--- config.mk ---
export PLATFORM = sky130hd
export DESIGN_NAME = ifetch_unit
export DESIGN_NICKNAME = d
export VERILOG_FILES = /design/src/rtl/ifetch_pkg.sv /design/src/rtl/ifetch_unit.sv
export SDC_FILE = /design/constraint.sdc
export NUM_CORES = 1
export LEC_CHECK = 0
export CAP_MARGIN = 20
export CELL_PAD_IN_SITES_DETAIL_PLACEMENT = 1
export CELL_PAD_IN_SITES_GLOBAL_PLACEMENT = 1
export CORE_MARGIN = 2
export CORE_UTILIZATION = 29
export DETAILED_ROUTE_END_ITERATION = 10
export HOLD_SLACK_MARGIN = 0.02
export PLACE_DENSITY = 0.88
export REMOVE_ABC_BUFFERS = 1
export SLEW_MARGIN = 10
export SYNTH_ARGS = -nofsm -noshare
export SYNTH_HDL_FRONTEND = slang
export SYNTH_SLANG_ARGS = --single-unit
--- constraint.sdc ---
create_clock -name clk -period 2 [get_ports clk]
set_clock_uncertainty 0.15 [all_clocks]
set_input_delay 0.4 -clock clk [delete_from_list [all_inputs] [get_ports clk]]
set_output_delay 0.4 -clock clk [all_outputs]
set_load 0.01 [all_outputs]
--- src/rtl/ifetch_pkg.sv ---
// Shared definitions for the instruction-fetch stage: state encoding,
// IR field positions and parameter defaults.
package ifetch_pkg;

    typedef enum logic [1:0] {
        ST_IDLE = 2'd0,
        ST_REQ  = 2'd1,
        ST_DONE = 2'd2
    } ifetch_state_e;

    localparam int OPCODE_MSB      = 15;
    localparam int OPCODE_LSB      = 11;
    localparam int LABEL11_MSB     = 10;
    localparam int LABEL11_LSB     = 0;

    localparam int ADDR_W_DEF      = 16;
    localparam int DATA_W_DEF      = 16;
    localparam int TIMEOUT_CYC_DEF = 64;

endpackage

--- src/rtl/ifetch_unit.sv ---
// Instruction fetch: reads imem at the latched PC, captures the word into IR,
// pulses pc_ce per completed fetch. Optional REQ timeout via IFETCH_TIMEOUT_EN.
//
// state   | meaning
// --------+-----------------------------------------------------------
// IDLE    | waiting for fetch_start; pc_in latched on exit
// REQ     | mem_rd held high until mem_ready (or timeout when enabled)
// DONE    | one cycle: ir_valid/pc_ce pulse, fetch_cnt already advanced
module ifetch_unit
    import ifetch_pkg::*;
#(
    parameter int ADDR_W      = ADDR_W_DEF,
    parameter int DATA_W      = DATA_W_DEF,
    parameter int TIMEOUT_CYC = TIMEOUT_CYC_DEF
) (
    input  logic              clk,
    input  logic              rst_n,
    input  logic              fetch_start,
    input  logic [ADDR_W-1:0] pc_in,
    output logic [ADDR_W-1:0] mem_addr,
    output logic              mem_rd,
    input  logic              mem_ready,
    input  logic [DATA_W-1:0] mem_rdata,
    output logic [DATA_W-1:0] ir,
    output logic [4:0]        opcode,
    output logic [10:0]       label11,
    output logic              ir_valid,
    output logic              pc_ce,
    output logic              busy,
    output logic [15:0]       fetch_cnt,
    output logic              fetch_err
);

    ifetch_state_e     state_q, state_d;
    logic [ADDR_W-1:0] mem_addr_q, mem_addr_d;
    logic [DATA_W-1:0] ir_q, ir_d;
    logic [15:0]       fetch_cnt_q, fetch_cnt_d;
    logic              mem_rd_q, mem_rd_d;
    logic              ir_valid_q, ir_valid_d;
    logic              pc_ce_q, pc_ce_d;
    logic              busy_q, busy_d;
    logic              fetch_err_q, fetch_err_d;

    if (TIMEOUT_CYC < 1) begin : g_bad_timeout
        $error("TIMEOUT_CYC must be at least 1");
    end

`ifdef IFETCH_TIMEOUT_EN
    localparam int TMO_W = $clog2(TIMEOUT_CYC + 1);
    logic [TMO_W-1:0] tmo_q, tmo_d;
`endif

    always_comb begin
        state_d     = state_q;
        mem_addr_d  = mem_addr_q;
        ir_d        = ir_q;
        fetch_cnt_d = fetch_cnt_q;
        mem_rd_d    = 1'b0;
        ir_valid_d  = 1'b0;
        pc_ce_d     = 1'b0;
        busy_d      = 1'b0;
        fetch_err_d = 1'b0;
`ifdef IFETCH_TIMEOUT_EN
        tmo_d       = tmo_q;
`endif
        case (state_q)
            ST_IDLE: begin
                if (fetch_start) begin
                    mem_addr_d = pc_in;
                    state_d    = ST_REQ;
                    mem_rd_d   = 1'b1;
                    busy_d     = 1'b1;
`ifdef IFETCH_TIMEOUT_EN
                    tmo_d      = '0;
`endif
                end
            end
            ST_REQ: begin
                if (mem_ready) begin
                    ir_d        = mem_rdata;
                    fetch_cnt_d = fetch_cnt_q + 16'd1;
                    state_d     = ST_DONE;
                    ir_valid_d  = 1'b1;
                    pc_ce_d     = 1'b1;
                    busy_d      = 1'b1;
                end else begin
`ifdef IFETCH_TIMEOUT_EN
                    // Abort after TIMEOUT_CYC unanswered REQ cycles; no PC advance.
                    if (tmo_q == TMO_W'(TIMEOUT_CYC - 1)) begin
                        state_d     = ST_IDLE;
                        fetch_err_d = 1'b1;
                    end else begin
                        tmo_d    = tmo_q + 1'b1;
                        mem_rd_d = 1'b1;
                        busy_d   = 1'b1;
                    end
`else
                    mem_rd_d = 1'b1;
                    busy_d   = 1'b1;
`endif
                end
            end
            ST_DONE: begin
                state_d = ST_IDLE;
            end
            default: begin
                state_d = ST_IDLE;
            end
        endcase
    end

    always_ff @(posedge clk) begin
        if (!rst_n) begin
            state_q     <= ST_IDLE;
            mem_addr_q  <= '0;
            ir_q        <= '0;
            fetch_cnt_q <= '0;
            mem_rd_q    <= 1'b0;
            ir_valid_q  <= 1'b0;
            pc_ce_q     <= 1'b0;
            busy_q      <= 1'b0;
            fetch_err_q <= 1'b0;
`ifdef IFETCH_TIMEOUT_EN
            tmo_q       <= '0;
`endif
        end else begin
            state_q     <= state_d;
            mem_addr_q  <= mem_addr_d;
            ir_q        <= ir_d;
            fetch_cnt_q <= fetch_cnt_d;
            mem_rd_q    <= mem_rd_d;
            ir_valid_q  <= ir_valid_d;
            pc_ce_q     <= pc_ce_d;
            busy_q      <= busy_d;
            fetch_err_q <= fetch_err_d;
`ifdef IFETCH_TIMEOUT_EN
            tmo_q       <= tmo_d;
`endif
        end
    end

    assign mem_addr  = mem_addr_q;
    assign mem_rd    = mem_rd_q;
    assign ir        = ir_q;
    assign opcode    = ir_q[OPCODE_MSB:OPCODE_LSB];
    assign label11   = ir_q[LABEL11_MSB:LABEL11_LSB];
    assign ir_valid  = ir_valid_q;
    assign pc_ce     = pc_ce_q;
    assign busy      = busy_q;
    assign fetch_cnt = fetch_cnt_q;
    assign fetch_err = fetch_err_q;

endmodule
==> results.py, run 1 <==
metrics = {
    "setup_path": {
        "worst_setup_ep": "fetch_cnt[10]",
        "worst_r2r_path_depth": 5,
        "r2r_start": "fetch_cnt[1]",
        "start_kind": "input pin",
        "timing.critical_path.to_type": "flop",
        "setup.worst_path.start": "mem_ready",
        "reg2reg_capture_point": "fetch_cnt[10]",
        "crit_path_arrival_time_ns": 2.04,
        "worst_ep_required_time_ns": 2.08,
        "reg2reg_slack_ns": 0.05,
        "crit_path_max_fanout": 7,
        "setup.worst_path.class": "input pin to flop",
    },
    "routing": {
        "dr.pass1.iters": 4,
        "detailroute.via_count": 2073,
        "drt_iter0_drc": 22,
        "detail-route-antenna-nets": 0,
        "routed_wl_per_cell_um": 14.4,
        "totalWireLength_mm": 6.49,
        "remaining_drc_errors": 0,
        "vias_per_cell": 4.60,
    },
    "hold_path": {
        "worst_hold_path_type": "flop to flop",
        "whs_path_depth": 2,
    },
    "global_routing": {
        "grt_max_degree": 55,
        "first_global_vias": 2218,
        "grtUsageTotal_pct": 15.7,
        "antenna_found_initial": 0,
        "grt_first_pass_wirelength_mm": 10.6,
        "grt_overflow": 0,
    },
    "finish": {
        "layout_fillers": 848,
        "commonest_cells_after_routing_fill_and_taps_aside": "sky130_fd_sc_hd__clkdlybuf4s50_1, sky130_fd_sc_hd__nand2_1, sky130_fd_sc_hd__dfxtp_1",
        "final_net_count": 388,
        "final-instance-count-excl-fill": 451,
        "most_common_cell_after_layout_fill_and_taps_aside": "sky130_fd_sc_hd__clkdlybuf4s50_1",
        "syn2layout_area_growth_pct": 54.7,
        "final_layout_size_suffix_gt1_share_pct": 7.67,
        "antenna_cells_inserted": 0,
        "multi_input_area_um2": 970,
        "regArea_mm2": 0.00106,
    },
    "clock_tree": {
        "cts_made_buffers": 5,
        "clk_transition_reported_paths_ns": 0.10,
        "h-tree-depth": 2,
        "hold_fix_buffers_cts": 0,
        "cts_tree": "done",
        "ctsLongestPathBuffers": 2,
        "numClockSinks": 53,
        "insertion_delay_ns": 0.30,
        "clk_root_buffer_cell": "sky130_fd_sc_hd__clkbuf_8",
    },
    "synthesis": {
        "synthDominantCellAreaShare_pct": 47.9,
        "synth_area_leaders": "sky130_fd_sc_hd__dfxtp_1, sky130_fd_sc_hd__nand2_1, sky130_fd_sc_hd__a21boi_0",
        "seq_area_frac_synth_pct": 47.9,
        "async_reset_ff_share_pct": 0,
        "netlist_instances": 259,
        "synth-edff-count": 0,
        "synth.ff_latch_count": 53,
        "synthesis.area_mm2": 0.00222,
        "synth_cell_types": 32,
        "ys.flop_type": "sky130_fd_sc_hd__dfxtp_1",
        "post-synth-top-area-cell": "sky130_fd_sc_hd__dfxtp_1",
        "synthesis.area_per_instance_um2": 8.56,
        "synth_warnings": 0,
    },
    "power_and_ir_drop": {
        "worst_ir_drop_vdd_mv": 0.296,
        "power.density_cell_area_mw_per_mm2": 639,
        "p_leak_uw": 0.00123,
    },
    "sta": {
        "post_layout_min_period_ns": 1.96,
        "fin_ws_ns": 0.0381,
        "period_share_pct": 98.1,
        "setup_viol": 0,
        "timing.fmax_mhz": 510,
        "timing.final.hold_violations": 0,
        "final_slew_violations": 0,
        "totalNegativeSetupSlack_ns": 0,
    },
    "flow_run": {
        "max_cap_violation_count": 0,
    },
    "die": {
        "std_cell_rows": 31,
        "die_height_um": 91.4,
        "num_io_pins": 105,
        "total_die_area_mm2": 0.00836,
        "core_area_mm2": 0.00733,
        "floorplan.initialDensity_pct": 30.2,
        "die_x_um": 91.4,
    },
    "placement": {
        "place.detailed.instances": 442,
        "dp_hpwl_mm": 4.66,
        "dp_worst_setup_slack_ns": -0.347,
        "globalplace.congestion": 0.654,
        "placement.io_buffers": 103,
    },
    "outcome": {
        "run_status": "finished, final reports clean",
    },
}
state kept, by name, indices dropped and copies added, names as in the netlist:
name,flops
mem_addr,16
fetch_cnt,16
busy,1
mem_rd,1
state_q,2
pc_ce,1
ir,16
where the power goes:
group | leakage, uW | internal [uW] | switching (uW) | total [uW]
Sequential | 0.000433 | 1090 | 23.2 | 1120
Combinational | 0.000741 | 189 | 130 | 318
Clock | 0.0000585 | 409 | 344 | 752
layer usage:
metal / up-vias / routed length (um) / part of all wire (%) / global-route usage (%)
met4: 0 / 65 / 1.0 / 3.79
met5: - / 0 / 0 / 0
met1: 982 / 2650 / 41 / 16.9
met3: 5 / 470 / 7.2 / 5.39
li1: 1010 / - / - / -
met2: 76 / 3300 / 51 / 29.1
synth_stat cells, drive strengths merged (2+ instances only):
master and instances:
nand2b 6, o21ai 4, xor2 2, inv 3, and2 9, dfxtp 53, nand4 4, a21oi 3
nand2 74, nor2 3, clkbuf 12, nor3 3, nand3 3, xnor2 5, or3 4, a21boi 37
buf 19, mux2i 3
worst max-delay path: stages:
cell and delay, ns:
sky130_fd_sc_hd__clkdlybuf4s50_1 0.48, sky130_fd_sc_hd__nand3b_1 0.11, sky130_fd_sc_hd__or4_4 0.54, sky130_fd_sc_hd__or3_1 0.35
sky130_fd_sc_hd__a21boi_1 0.17
worst min-delay path by stage:
stage                       start             to  slack (ns)
floorplan           fetch_cnt[15]  fetch_cnt[15]        0.34
global placement      mem_addr[5]    mem_addr[5]        0.30
detailed placement    mem_addr[8]    mem_addr[8]        0.31
CTS                   mem_addr[8]    mem_addr[8]        0.32
global route         mem_addr[14]   mem_addr[14]        0.34
finish                mem_addr[8]    mem_addr[8]        0.32
repair_timing:
| item | in CTS | in global routing |
|---|---|---|
| gates cloned | 0 | 0 |
| resized for setup | 2 | 4 |
| hold endpoints to repair | 0 | 0 |
| pin swaps | 0 | 2 |
| setup buffers | 0 | 1 |
| setup endpoints to repair | 4 | 3 |
through the flow:
step                cell area (um^2)  hold slack, ns  utilization [%]  total power, uW
CTS                             3410           0.324             46.6             2230
detailed placement              3290           0.309             44.9             1470
finish                          3430           0.318             46.7             2190
global route                    3430           0.337             46.7             2300
global placement                3290           0.299             44.9             1450
floorplan                       2030           0.336                -             1240
cells by family after synthesis:
logic type      count (synthesis)  synth area share, %
fa+ha+maj                       1                0.565
buf+inv                        34                 8.86
other cells                     1                0.169
compound gates                 45                 14.5
flops                          53                 47.9
simple gates                  115                 23.9
xor+xnor                        7                 2.77
mux                             3                 1.36
cell type report:
class	instances	area share, %
clock buffer	7	2.52
clock inverter	1	0.876
inverter	3	0.329
multi-input combinational	172	28.3
sequential	53	31.1
tap	99	3.61
timing repair buffer	116	33.3
(Power assumes the default switching activity.)
==> inputs of run 2 (changes only) <==
CORE_UTILIZATION = 43   (was 29)
DONT_BUFFER_PORTS = 1   (was not set)
PLACE_DENSITY = 0.86   (was 0.88)
==> results.py, run 2 (synthesis results as in run 1) <==
metrics = {
    "sta": {
        "setup_viol": 0,
        "fin_ws_ns": 0.0544,
        "rsz0062_at_grt": "true",
        "timing.final.hold_violations": 0,
        "period_share_pct": 97.3,
        "timing.fmax_mhz": 514,
        "totalNegativeSetupSlack_ns": 0,
        "final_slew_violations": 0,
        "post_layout_min_period_ns": 1.95,
    },
    "placement": {
        "place.detailed.instances": 310,
        "placement.io_buffers": 0,
        "globalplace.congestion": 0.701,
        "dp_hpwl_mm": 3.34,
        "dpl_cell_area_mm2": 0.00221,
        "dp_worst_setup_slack_ns": 0.0792,
    },
    "power_and_ir_drop": {
        "sw_frac_of_total_pct": 24.2,
        "clock_network_fraction_of_design_power_pct": 31.6,
        "power.density_cell_area_mw_per_mm2": 797,
        "p_leak_uw": 0.000838,
        "p_sw_uw": 443,
        "power.share.combinational_pct": 5.6,
        "p_seq_share_pct": 62.8,
        "p_int_uw": 1380,
        "worst_ir_drop_vdd_mv": 0.418,
    },
    "finish": {
        "final_design_area_no_fill_mm2": 0.00229,
        "syn2layout_area_growth_pct": 3.39,
        "layout_fillers": 610,
        "final_layout_size_suffix_gt1_share_pct": 8.06,
        "commonest_cells_after_routing_fill_and_taps_aside": "sky130_fd_sc_hd__nand2_1, sky130_fd_sc_hd__dfxtp_1, sky130_fd_sc_hd__a21boi_0",
        "layout.core_utilization_pct": 45.4,
        "final_net_count": 284,
        "antenna_cells_inserted": 0,
        "final-instance-count-excl-fill": 318,
        "most_common_cell_after_layout_fill_and_taps_aside": "sky130_fd_sc_hd__nand2_1",
    },
    "setup_path": {
        "path_delay_family": "simple AND/OR/NAND/NOR gates",
        "setup.worst_path.class": "flop to flop",
        "reg2reg_capture_point": "fetch_cnt[12]",
        "reg2reg_slack_ns": 0.05,
        "crit_path_max_fanout": 7,
        "worst_r2r_path_depth": 5,
        "r2r_start": "fetch_cnt[0]",
        "timing.critical_path.to_type": "flop",
        "cp_num_buf_inv": 0,
        "crit_slowest_cell": "sky130_fd_sc_hd__or4_1",
        "cp.depth": 5,
        "worst_ep_required_time_ns": 2.08,
        "start_kind": "flop",
        "worst_setup_ep": "fetch_cnt[12]",
        "critical_path.cell_chain": "ha_1 > nand2_1 > or4_1 > or3_1 > a21boi_1",
        "cpPeakStageDelay_ns": 0.59,
        "setup.worst_path.start": "fetch_cnt[0]",
        "crit_path_arrival_time_ns": 2.02,
    },
    "clock_tree": {
        "ctsLongestPathBuffers": 2,
        "insertion_delay_ns": 0.30,
        "h-tree-depth": 2,
        "clk_root_buffer_cell": "sky130_fd_sc_hd__clkbuf_8",
        "numClockSinks": 53,
        "hold_fix_buffers_cts": 0,
        "cts_made_buffers": 5,
        "cts_tree": "done",
        "postCtsResizedCells": 0,
        "cts_post_setup_buffers_inserted": 0,
        "clk_transition_reported_paths_ns": 0.09,
    },
    "die": {
        "num_io_pins": 105,
        "die_height_um": 75.8,
        "core_area_mm2": 0.00504,
        "die_x_um": 75.8,
        "floorplan.initialDensity_pct": 43.9,
        "std_cell_rows": 26,
        "total_die_area_mm2": 0.00574,
    },
    "global_routing": {
        "antenna_found_initial": 0,
        "grtUsageTotal_pct": 16.7,
        "grt_first_pass_wirelength_mm": 7.29,
        "grt_overflow": 0,
        "first_global_vias": 1648,
        "grt_max_degree": 55,
    },
    "routing": {
        "detailroute.via_count": 1630,
        "routed_wl_per_cell_um": 14.8,
        "dr_wl_met2_mm": 2.32,
        "met1Wirelength_mm": 1.88,
        "remaining_drc_errors": 0,
        "vias_per_cell": 5.13,
        "dr.pass1.iters": 4,
        "dr_wl_met3_um": 452,
        "topRoutingLayerUsed": "met4",
        "totalWireLength_mm": 4.69,
        "detail-route-antenna-nets": 0,
        "drt_iter0_drc": 64,
    },
    "flow_run": {
        "max_cap_violation_count": 0,
    },
    "hold_path": {
        "worst_hold_path_type": "input pin to flop",
    },
    "outcome": {
        "run_status": "finished, final reports clean",
    },
}
## run 2: changes by cell type in the layout (fill, tap and decap cells not counted)
cell | before | now
sky130_fd_sc_hd__nor3b_2 | 1 | 0
sky130_fd_sc_hd__nor3b_1 | 0 | 1
sky130_fd_sc_hd__bufinv_16 | 1 | 0
sky130_fd_sc_hd__or4_4 | 1 | 0
sky130_fd_sc_hd__or4_1 | 0 | 1
sky130_fd_sc_hd__dfxtp_2 | 3 | 0
sky130_fd_sc_hd__clkinv_2 | 0 | 2
sky130_fd_sc_hd__clkbuf_8 | 6 | 5
sky130_fd_sc_hd__buf_12 | 1 | 0
sky130_fd_sc_hd__clkdlybuf4s50_1 | 103 | 0
sky130_fd_sc_hd__ha_2 | 1 | 0
sky130_fd_sc_hd__ha_1 | 0 | 1
sky130_fd_sc_hd__dfxtp_1 | 50 | 53
## run 2: stage by stage
| step | power [uW] | hold WS [ns] |
|---|---|---|
| finish | 1830 | 0.0754 |
| global route | 1920 | 0.0542 |
| CTS | 1860 | 0.0611 |
| detailed placement | 1280 | 0.356 |
| global placement | 1270 | 0.345 |
| floorplan | 1240 | 0.336 |
## run 2: cell type report
cell class | count | area (um^2) | area share (%)
flip-flops and latches | 53 | 1060 | 46.3
multi-input cells | 172 | 958 | 41.8
well taps | 70 | 87.6 | 3.82
clock buffers | 6 | 72.6 | 3.17
inverters | 3 | 11.3 | 0.492
repair buffers | 12 | 90.1 | 3.93
clock inverters | 2 | 10.0 | 0.437
## run 2: layer usage
metal  up-vias  track usage [%]
li1        801                -
met1       763             17.5
met2        62             30.3
met3         4             6.88
met4         0             5.46
met5         -                0
## run 2: worst min path at each step
stage	from	to	slack, ns	cells after the start
2_1_floorplan	fetch_cnt[15]	fetch_cnt[15]	0.34	2
3_3_place_gp	mem_addr[6]	mem_addr[6]	0.34	2
3_5_place_dp	mem_addr[12]	mem_addr[12]	0.36	2
4_1_cts	rst_n	fetch_cnt[4]	0.06	1
5_1_grt	rst_n	pc_ce	0.05	1
6_report	rst_n	fetch_cnt[5]	0.08	1
## run 2: power by group through the flow
stage	clock network [uW]	registers [uW]	logic [uW]
after floorplan	0	1170	73.2
after global placement	0	1170	100
after detailed placement	0	1170	105
after CTS	607	1150	105
after global routing	645	1160	118
final	577	1150	102
==> inputs of run 3 (changes only) <==
ABC_CLOCK_PERIOD_IN_PS = 2000   (was not set)
CAP_MARGIN = 10   (was 20)
==> results of run 3 <==
No change in the layout: final DEF, timing and power equal those of run 2.
